## config.mk

```make
export PLATFORM = sky130hd
export DESIGN_NAME = hazard_ctrl
export DESIGN_NICKNAME = d
export VERILOG_FILES = /design/src/rtl/hazard_ctrl.sv
export SDC_FILE = /design/constraint.sdc
export NUM_CORES = 1
export LEC_CHECK = 0
export ABC_AREA = 1
export BUFFER_PORTS_ARGS = -buffer_cell sky130_fd_sc_hd__buf_2
export CAP_MARGIN = 30
export CORE_MARGIN = 1.5
export CORE_UTILIZATION = 55
export CTS_CLUSTER_DIAMETER = 150
export DETAILED_ROUTE_END_ITERATION = 8
export PLACE_DENSITY = 0.94
export SYNTH_ARGS = -nofsm -noshare
export SYNTH_HDL_FRONTEND = slang
export SYNTH_SLANG_ARGS = --single-unit
```

## constraint.sdc

```tcl
create_clock -name clk -period 2.2 [get_ports clk]
set_input_delay 0.11 -clock clk [delete_from_list [all_inputs] [get_ports clk]]
set_output_delay 0.11 -clock clk [all_outputs]
set_load 0.02 [all_outputs]
```

## src/rtl/hazard_ctrl.sv

```systemverilog
// rtl/hazard_ctrl.sv - decode-stage hazard controller: bypass enables, load-use stall, bubbles
// Optional stall counter built when HAZ_STALL_CNT_EN is defined.
module hazard_ctrl #(
  parameter int ADDR_SIZE = 5,
  parameter int CNT_W     = 16
) (
  input  logic                 clk,
  input  logic                 rst_n,
  input  logic [ADDR_SIZE-1:0] D_ra,
  input  logic [ADDR_SIZE-1:0] D_rb,
  input  logic                 D_use_ra,
  input  logic                 D_use_rb,
  input  logic [ADDR_SIZE-1:0] D_rd,
  input  logic                 D_we,
  input  logic                 D_ld,
  input  logic                 D_valid,
  input  logic                 flush,
  input  logic                 hold,
  output logic [1:0]           EX_D_bp,
  output logic [1:0]           MEM_D_bp,
  output logic [1:0]           WB_D_bp,
  output logic                 stall,
  output logic [CNT_W-1:0]     stall_cnt
);

  // The load flag only matters in EX; MEM carries load data and forwards normally.
  logic                 ex_valid, ex_we, ex_ld;
  logic [ADDR_SIZE-1:0] ex_rd;
  logic                 mem_valid, mem_we;
  logic [ADDR_SIZE-1:0] mem_rd;
  logic                 wb_valid, wb_we;
  logic [ADDR_SIZE-1:0] wb_rd;

  logic ex_a, ex_b, mem_a, mem_b, wb_a, wb_b;
  logic bubble;

  function automatic logic hit(input logic                 v,
                               input logic                 we,
                               input logic [ADDR_SIZE-1:0] rd,
                               input logic [ADDR_SIZE-1:0] src,
                               input logic                 use_src,
                               input logic                 dv);
    return v && we && (rd == src) && (src != '0) && use_src && dv;
  endfunction

  always_comb begin
    ex_a  = hit(ex_valid,  ex_we,  ex_rd,  D_ra, D_use_ra, D_valid);
    ex_b  = hit(ex_valid,  ex_we,  ex_rd,  D_rb, D_use_rb, D_valid);
    mem_a = hit(mem_valid, mem_we, mem_rd, D_ra, D_use_ra, D_valid);
    mem_b = hit(mem_valid, mem_we, mem_rd, D_rb, D_use_rb, D_valid);
    wb_a  = hit(wb_valid,  wb_we,  wb_rd,  D_ra, D_use_ra, D_valid);
    wb_b  = hit(wb_valid,  wb_we,  wb_rd,  D_rb, D_use_rb, D_valid);

    EX_D_bp  = {ex_a, ex_b};
    MEM_D_bp = {mem_a & ~ex_a, mem_b & ~ex_b};
    WB_D_bp  = {wb_a & ~mem_a & ~ex_a, wb_b & ~mem_b & ~ex_b};

    stall  = (ex_a | ex_b) & ex_ld & ~flush;
    bubble = flush | stall;
  end

  always_ff @(posedge clk or negedge rst_n) begin
    if (!rst_n) begin
      ex_valid  <= 1'b0;
      ex_we     <= 1'b0;
      ex_ld     <= 1'b0;
      ex_rd     <= '0;
      mem_valid <= 1'b0;
      mem_we    <= 1'b0;
      mem_rd    <= '0;
      wb_valid  <= 1'b0;
      wb_we     <= 1'b0;
      wb_rd     <= '0;
    end else if (!hold) begin
      wb_valid  <= mem_valid;
      wb_we     <= mem_we;
      wb_rd     <= mem_rd;
      mem_valid <= ex_valid;
      mem_we    <= ex_we;
      mem_rd    <= ex_rd;
      if (bubble) begin
        ex_valid <= 1'b0;
        ex_we    <= 1'b0;
        ex_ld    <= 1'b0;
        ex_rd    <= '0;
      end else begin
        ex_valid <= D_valid;
        ex_we    <= D_we & D_valid;
        ex_ld    <= D_ld & D_valid;
        ex_rd    <= D_rd;
      end
    end
  end

`ifdef HAZ_STALL_CNT_EN
  logic [CNT_W-1:0] cnt_q;

  // Saturating: counts stalled cycles that actually held the front end.
  always_ff @(posedge clk or negedge rst_n) begin
    if (!rst_n)
      cnt_q <= '0;
    else if (stall && !hold && (cnt_q != '1))
      cnt_q <= cnt_q + {{(CNT_W-1){1'b0}}, 1'b1};
  end

  assign stall_cnt = cnt_q;
`else
  assign stall_cnt = '0;
`endif

endmodule

```

==> results.yml, run 1 <==
cells_and_area:
  top_regs: "ex_rd: 5 flops, mem_rd: 5 flops, wb_rd: 5 flops"
  multi_input_area_um2: 846
  antenna_cells: 0
  areaGrowthSynthToFinish_pct: 7.62
  final_cells: 275
  drive_above_1_share_pct: 18.4
  seqCellArea_um2: 551
  nets: 269
  mostFrequentLayoutCell: "nand2_1"
  final_cell_mix: "66 x nand2_1, 30 x buf_2, 22 x inv_1, 22 x dfrtp_1, 18 x xnor2_1"
  nFillCells: 255
critical_path:
  cp_top_family: "simple AND/OR/NAND/NOR gates"
  critPathLaunchType: "flip-flop"
  cp.arrival_ps: 1670
  worstReg2RegStart: "ex_rd[4]$_DFFE_PN0N_"
  reg2reg_slack_ps: 860
  cp_num_buf_inv: 1
  crit_required_ps: 2090
  critPathMaxStageDelay_ps: 370
  rr_endpoint: "ex_rd[1]$_DFFE_PN0N_"
  crit_fanout: 2
  endpoint: "MEM_D_bp[0]"
  path_cells: "nand2_1, nor2_1, nand3_1, nor3_1, nor3b_1, and2_1, buf_2"
  startpoint: "mem_we$_DFFE_PN0N_"
  slowest_stage: "dfrtp_1"
  critPathKind: "flip-flop to primary output"
  rr_worst_depth: 8
  critPathCaptureType: "primary output"
  crit_cells: 7
floorplanning:
  die_w_um: 56.8
  die_area_um2: 3230
  core-area_um2: 2760
  row_count: 19
  start_util_pct: 57.8
  io_pins: 47
  dieHeight_um: 56.8
clock_tree:
  clk_latency_ps: 320
  tritoncts.num_buffers: 3
  cts_setup_buffers: 0
  cts-root-buf: "clkbuf_4"
  ctsResizeCount: 0
  hold_buffers: 1
  cts_sinks: 22
  clk_pin_slew_ps: 130
  h-tree-depth: 1
  cts_max_path_buffers: 2
  cts_tree: "built"
placed_design:
  post-dp-hpwl_um: 2750
  dp.cells: 270
  post-place-ws_ps: 798
  place_congestion: 1.00
  io_buffers: 30
drt:
  drc: 0
  routed_wl_um: 3420
  drtIter0Drc: 48
  dr.pass1.iters: 4
  ant_nets: 0
  via_count: 1413
  wl_per_cell_um: 12.4
  viasPerCell: 5.14
sta:
  fmax_mhz: 562
  setup_violations: 0
  fin_skew_ps: 8.01
  report.final.hold_viol_count: 0
  min_period_ps: 1780
  fin_setup_tns_ps: 0
  slew_viol_final: 0
  worst_slack_ps: 422
  period_share_pct: 80.8
  grt_setup_unrepaired: "no"
  holdWs_ps: 35.5
pwr:
  cellLeakagePower_nw: 0.891
  p_per_area_nw_per_um2: 539
  vdd_drop_max_mv: 0.452
logic_synthesis:
  ys_ff_latch: 22
  synth_compound_area_share_pct: 8.64
  ys_seq_area_share_pct: 34.6
  syn_area_um2: 1590
  yosysUniqueCellTypes: 25
  synth-simple-area-share_pct: 28.6
  yosysWarnings: 0
  syn_area_per_cell_um2: 7.37
  synth_top_family_by_area: "simple AND/OR/NAND/NOR gates"
  async_flop_share_pct: 100
  synth_edf_count: 0
  synth_fa_ha_area_share_pct: 0
  synth_cells: 216
  ys.flop_type: "dfrtp_1"
  synth_mux_area_share_pct: 0
  synth_xor_area_share_pct: 12.1
status:
  run_status: "finished clean"
grt:
  grt_overflow: 0
  grt_pass1_vias: 1337
  grt_pass1_wl_um: 5790
  track_usage_pct: 22.8
  grt_max_degree: 30
  antenna_found_initial: 0
hold_path:
  hold_class: "input port to flip-flop"
  worstHoldPathCells: 3
run:
  drv_cap: 0
-- how the worst min path moves through the flow --
stage                  from              endpoint  slack [ps]
CTS                 D_rd[4]  ex_rd[4]$_DFFE_PN0N_          30
finish              D_rd[4]  ex_rd[4]$_DFFE_PN0N_          40
detailed placement    rst_n     ex_ld$_DFFE_PN0N_         110
global placement      rst_n     ex_ld$_DFFE_PN0N_         100
floorplan             rst_n     ex_ld$_DFFE_PN0N_        -190
global route        D_rd[4]  ex_rd[4]$_DFFE_PN0N_          30
-- where the power goes --
part           switching (mW)  internal [mW]
sequential             0.0408          0.440
clock                   0.125          0.101
combinational           0.133         0.0825
-- cell usage after synthesis, types with 4 or more instances --
master / number / area [um^2]
nand4_1: 6 / 37.5
inv_1: 22 / 82.6
nor3_1: 4 / 20.0
a21oi_1: 4 / 20.0
nand2_1: 66 / 248
dfrtp_1: 22 / 551
nand3_1: 5 / 25.0
nor2_1: 14 / 52.6
xor2_1: 4 / 35.0
o21ai_0: 12 / 60.1
xnor2_1: 18 / 158
buf_4: 18 / 135
o21ai_2: 5 / 43.8
-- final cells by class --
cell class | count | area share (%)
Clock buffer | 4 | 2.12
Inverter | 22 | 4.82
Timing Repair Buffer | 31 | 9.34
Sequential cell | 22 | 32.1
Multi-Input combinational cell | 165 | 49.3
Tap cell | 31 | 2.26
-- per-stage QoR --
| step | area, um^2 | util [%] | power (mW) |
|---|---|---|---|
| global placement | 1670 | 60.5 | 0.693 |
| global route | 1710 | 62.2 | 0.983 |
| detailed placement | 1670 | 60.5 | 0.701 |
| CTS | 1710 | 62.2 | 0.928 |
| floorplan | 1650 | - | 0.654 |
| finish | 1710 | 62.2 | 0.923 |
-- worst register-to-register path, cell delays in order, from the launching register on --
cell and delay [ps]:
dfrtp_1 440, xnor2_1 220, nand2_1 90, nor2_2 100, nand2_2 70, nand2_2 90
nand2_4 70, nand2_4 100, o21ai_2 60
-- routing by layer --
layer | GRT usage (%) | share of wire, % | wire, um | vias to the layer above
met5 | 0 | 0 | 0 | -
li1 | - | - | - | 693
met1 | 30.7 | 43 | 1460 | 639
met3 | 3.00 | 8.5 | 290 | 9
met2 | 37.0 | 47 | 1600 | 72
met4 | 8.97 | 2.0 | 68 | 0
-- cell families (layout without fill, tap and decap cells) --
logic type      Yosys count  after routing
other cells               1             16
flops                    22             22
compound gates           23             23
xor+xnor                 22             22
buf+inv                  44             57
simple gates            104            104
(Power assumes the default switching activity.)
==> inputs of run 2 (changes only) <==
- ABC_AREA: 1 -> 0
- CORE_UTILIZATION: 55 -> 45
- PLACE_DENSITY: 0.94 -> 0.85
- clock period: 2.2 -> 1.5 ns (I/O delays scaled with it)
==> results.yml, run 2 <==
status:
  run_status: "complete, but fails checks"
  violations: "negative setup slack"
floorplanning:
  start_util_pct: 47.3
  row_count: 20
  die_w_um: 59.4
  die_area_um2: 3530
  core-area_um2: 3030
  io_pins: 47
  dieHeight_um: 59.4
run:
  drv_cap: 0
placed_design:
  dpl_cell_area_um2: 1720
  dp.cells: 233
  post-place-ws_ps: -275
  place_congestion: 0.871
  io_buffers: 30
  post-dp-hpwl_um: 2460
critical_path:
  reg2reg_slack_ps: -270
  rr_endpoint: "ex_rd[2]$_DFFE_PN0N_"
  crit_required_ps: 1420
  worstReg2RegStart: "ex_rd[3]$_DFFE_PN0N_"
  critPathKind: "flip-flop to primary output"
  crit_fanout: 3
  rr_worst_depth: 6
  critPathCaptureType: "primary output"
  cp.arrival_ps: 2010
  critPathLaunchType: "flip-flop"
logic_synthesis:
  synth_edf_count: 0
  synth_cells: 144
  syn_area_um2: 1430
  syn_area_per_cell_um2: 9.95
  yosysUniqueCellTypes: 26
  synthTopCellsByCount: "22 x dfrtp_1, 18 x buf_4, 16 x nand2_1, 16 x xor2_1"
  ys_ff_latch: 22
  synth_area_leaders: "dfrtp_1 38%, mux2_2 11%, xor2_1 9.8%"
  synth_top_cell_area_share_pct: 38.4
  yosysWarnings: 0
  ys_seq_area_share_pct: 38.4
  ys.flop_type: "dfrtp_1"
  synth.most_common_cell: "dfrtp_1"
  async_flop_share_pct: 100
  synth.largest_area_cell: "dfrtp_1"
pwr:
  p_total_mw: 1.40
  p_comb_share_pct: 28.6
  p_sw_share_pct: 31.4
  seq_power_share_pct: 51.9
  clock_power_share_pct: 19.5
  vdd_drop_max_mv: 0.337
  p_per_area_nw_per_um2: 737
  internal_power_mw: 0.964
  cellLeakagePower_nw: 0.926
  switchingPower_mw: 0.440
drt:
  ant_nets: 0
  wl_per_cell_um: 13.2
  dr.pass1.iters: 4
  via_count: 1183
  viasPerCell: 4.75
  routed_wl_um: 3290
  drc: 0
  drtIter0Drc: 32
cells_and_area:
  mostFrequentLayoutCell: "buf_2"
  fin_util_pct: 62.9
  drive_above_1_share_pct: 40.0
  final_cells: 249
  areaGrowthSynthToFinish_pct: 33.0
  nFillCells: 262
  nets: 231
  final_cell_mix: "26 x buf_2, 24 x buf_4, 22 x dfrtp_1, 16 x xor2_1, 16 x conb_1"
  final_cell_area_um2: 1910
  antenna_cells: 0
  top_regs: "ex_rd: 5 flops, mem_rd: 5 flops, wb_rd: 5 flops"
sta:
  fmax_mhz: 479
  worst_slack_ps: -586
  period_share_pct: 139
  holdWs_ps: 138
  min_period_ps: 2090
  slew_viol_final: 0
  setup_violations: 15
  grt_setup_unrepaired: "yes"
  report.final.hold_viol_count: 0
  fin_setup_tns_ps: -5690
  fin_skew_ps: 7.99
clock_tree:
  h-tree-depth: 1
  cts_sinks: 22
  tritoncts.num_buffers: 3
  cts_max_path_buffers: 2
  cts-root-buf: "clkbuf_4"
  cts_tree: "built"
  clk_pin_slew_ps: 120
  clk_latency_ps: 320
hold_path:
  holdPathEnd: "ex_we$_DFFE_PN0N_"
  hold_start: "flush"
  worstHoldPathCells: 4
  hold_class: "input port to flip-flop"
grt:
  grt_max_degree: 25
  grt_pass1_wl_um: 5330
  grt_overflow: 0
  grt_pass1_vias: 1151
  antenna_found_initial: 0
  track_usage_pct: 20.4
## run 2: cell count changes after synthesis, moves of 4 or more
cell and delta:
mux2_2 +14, a21oi_1 -4, nor4_1 +4, o21ai_0 -4, xor2_1 +12, inv_1 -20
xnor2_1 -4, o21ai_2 -5, nand2_1 -50, nor2_1 -12
## run 2: worst max-delay path: stages, from the launching register on
cell,delay [ps]
dfrtp_1,430
xnor2_1,170
nand4_1,140
or4_4,530
a21boi_4,150
and2b_2,160
buf_6,110
## run 2: power groups by stage
stage	clock, mW	sequential (mW)	combinational (mW)
after detailed placement	0	0.742	0.363
final	0.274	0.728	0.401
after CTS	0.280	0.727	0.393
after global routing	0.308	0.738	0.437
after floorplan	0	0.725	0.254
after global placement	0	0.736	0.355
## run 2: cell type report
| class | count | area, um^2 | share of cell area (%) |
|---|---|---|---|
| Tap cell | 44 | 55.1 | 2.89 |
| Inverter | 2 | 7.51 | 0.394 |
| Timing Repair Buffer | 64 | 458 | 24.0 |
| Sequential cell | 22 | 551 | 28.9 |
| Multi-Input combinational cell | 114 | 812 | 42.6 |
| Clock buffer | 3 | 22.5 | 1.18 |
## run 2: layer usage
layer / track usage [%] / share of wire [%]
met5: 0 / 0
met4: 6.82 / 1.5
met3: 1.97 / 4.1
met2: 32.5 / 47
met1: 28.8 / 48
## run 2: timing repair
action / in CTS / in global routing
endpoints found under the setup margin: 15 / 15
resized for setup: 7 / 9
pin swaps: 5 / 4
setup buffers: 3 / 2
endpoints found under the hold margin: 29 / 0
hold buffers: 8 / 0
## run 2: worst max-delay path by stage
stage | startpoint | to
4_1_cts | ex_rd[2]$_DFFE_PN0N_ | MEM_D_bp[0]
5_1_grt | ex_rd[3]$_DFFE_PN0N_ | WB_D_bp[1]
3_3_place_gp | ex_rd[1]$_DFFE_PN0N_ | stall
6_report | ex_rd[3]$_DFFE_PN0N_ | stall
2_1_floorplan | ex_rd[1]$_DFFE_PN0N_ | stall
3_5_place_dp | ex_rd[1]$_DFFE_PN0N_ | stall
## run 2: kinds of logic (layout without fill, tap and decap cells)
family,count (synthesis),count (layout),share of synthesized area (%)
AO/OA/AOI/OAI,13,13,6.38
AND/OR/NAND/NOR,41,41,14.8
buffers and inverters,23,69,10.7
flip-flops,22,22,38.4
XOR/XNOR,30,30,18.3
multiplexers,14,14,11.0
other,1,16,0.262
==> inputs of run 3 (changes only) <==
- CELL_PAD_IN_SITES_DETAIL_PLACEMENT: not set -> 1
- CELL_PAD_IN_SITES_GLOBAL_PLACEMENT: not set -> 1
- CORE_UTILIZATION: 45 -> 34
- PLACE_DENSITY: 0.85 -> 0.83
==> results.yml, run 3 (same netlist as run 2, synthesis figures left out) <==
status:
  run_status: "complete, but fails checks"
  violations: "negative setup slack"
critical_path:
  crit_required_ps: 1420
  critPathMaxStageDelay_ps: 520
  crit_fanout: 3
  critPathLaunchType: "flip-flop"
  rr_endpoint: "ex_we$_DFFE_PN0N_"
  rr_worst_depth: 7
  cp.arrival_ps: 1930
  critPathKind: "flip-flop to primary output"
  slowest_stage: "or4_4"
  worstReg2RegStart: "ex_rd[1]$_DFFE_PN0N_"
  reg2reg_slack_ps: -270
  critPathCaptureType: "primary output"
  path_cells: "xnor2_1, nand4_1, or4_4, a21boi_4, and2b_2, buf_6"
cells_and_area:
  antenna_cells: 0
  nFillCells: 479
  fin_util_pct: 48.5
  final_cell_mix: "30 x buf_4, 25 x buf_2, 21 x dfrtp_1, 16 x conb_1, 15 x xor2_1"
  mostFrequentLayoutCell: "buf_4"
  areaGrowthSynthToFinish_pct: 36.4
  nets: 230
  drive_above_1_share_pct: 46.8
  top_regs: "ex_rd: 5 flops, mem_rd: 5 flops, wb_rd: 5 flops"
hold_path:
  holdPathEnd: "ex_rd[3]$_DFFE_PN0N_"
  worstHoldPathCells: 3
  hold_start: "D_rd[3]"
  hold_class: "input port to flip-flop"
pwr:
  internal_power_mw: 1.11
  p_sw_share_pct: 30.3
  clock_power_share_pct: 27.2
  seq_power_share_pct: 45.7
  cellLeakagePower_nw: 0.941
  switchingPower_mw: 0.483
  p_per_area_nw_per_um2: 816
  p_comb_share_pct: 27.1
  vdd_drop_max_mv: 0.297
grt:
  grt_overflow: 0
  track_usage_pct: 19.4
  antenna_found_initial: 0
  grt_pass1_vias: 1311
  grt_pass1_wl_um: 6370
  grt_max_degree: 25
sta:
  slew_viol_final: 0
  fin_skew_ps: 4.96
  relSlewSlack_pct: 65.0
  worst_slack_ps: -510
  report.final.hold_viol_count: 0
  min_period_ps: 2010
  fmax_mhz: 498
  setup_violations: 15
  tightest_slew_ps: 518
  period_share_pct: 134
  grt_setup_unrepaired: "yes"
  holdWs_ps: 41.2
floorplanning:
  die_w_um: 67.9
  core-area_um2: 4030
  die_area_um2: 4610
  row_count: 23
  dieHeight_um: 67.9
  start_util_pct: 35.6
  io_pins: 47
clock_tree:
  clk_pin_slew_ps: 80
  cts_max_path_buffers: 2
  h-tree-depth: 1
  cts-root-buf: "clkbuf_8"
  tritoncts.num_buffers: 3
  cts_sinks: 22
  clk_latency_ps: 270
  cts_tree: "built"
drt:
  routed_wl_um: 4030
  dr.pass1.iters: 4
  drc: 0
  drtIter0Drc: 23
  viasPerCell: 4.77
  wl_per_cell_um: 15.8
  ant_nets: 0
  via_count: 1216
placed_design:
  place_congestion: 0.885
  io_buffers: 30
  post-dp-hpwl_um: 3060
run:
  drv_cap: 0
run 3: routing by layer:
layer	track usage [%]	share of wire (%)	vias up
met2	36.3	53	33
li1	-	-	581
met5	0	0	-
met4	8.25	1.2	0
met3	1.32	3.8	4
met1	22.6	42	598
run 3: cell type report:
type	count	area [um^2]	area share, %
timing repair buffer	63	439	22.5
sequential	22	552	28.2
multi-input combinational	114	838	42.9
inverter	2	7.51	0.384
clock buffer	4	55.1	2.82
tap	50	62.6	3.20
run 3: timing repair:
item,in CTS,in global routing
buffers inserted,6,1
hold buffers,1,0
pin swaps,4,6
cloned,0,0
endpoints found under the setup margin,15,15
hold endpoints to repair,22,0
gates resized for setup,9,16
run 3: power by group through the flow:
stage,Clock (mW),Sequential [mW],Combinational (mW)
6_report,0.433,0.729,0.432
5_1_grt,0.464,0.738,0.469
4_1_cts,0.443,0.728,0.424
3_5_place_dp,0,0.741,0.395
3_3_place_gp,0,0.736,0.377
2_1_floorplan,0,0.725,0.254
run 3: worst max path at each step:
stage                                    start                   end  slack [ps]
final                     ex_rd[1]$_DFFE_PN0N_                 stall        -510
after global routing      ex_rd[1]$_DFFE_PN0N_           MEM_D_bp[1]        -590
after CTS                 ex_rd[3]$_DFFE_PN0N_                 stall        -490
after floorplan           ex_rd[1]$_DFFE_PN0N_                 stall        -130
after detailed placement  ex_rd[2]$_DFFE_PN0N_  ex_rd[2]$_DFFE_PN0N_        -310
after global placement    ex_rd[2]$_DFFE_PN0N_                 stall        -210
run 3: critical path, delay by kind of cell, from the launching register on:
family          cells  cell delay, ps
compound gates      1             150
xor+xnor            1             200
buf+inv             1             110
flops               1             410
simple gates        3             800
run 3: stage by stage:
stage / std cells / setup TNS, ps / total power [mW] / worst slack [ps] / area, um^2
finish: 255 / -5090 / 1.59 / -510 / 1950
global route: 255 / -6230 / 1.67 / -591 / 1950
CTS: 255 / -4990 / 1.59 / -491 / 1910
detailed placement: 244 / -3830 / 1.14 / -315 / 1770
global placement: 244 / -2510 / 1.11 / -215 / 1770
floorplan: 159 / -517 / 0.979 / -135 / 1510
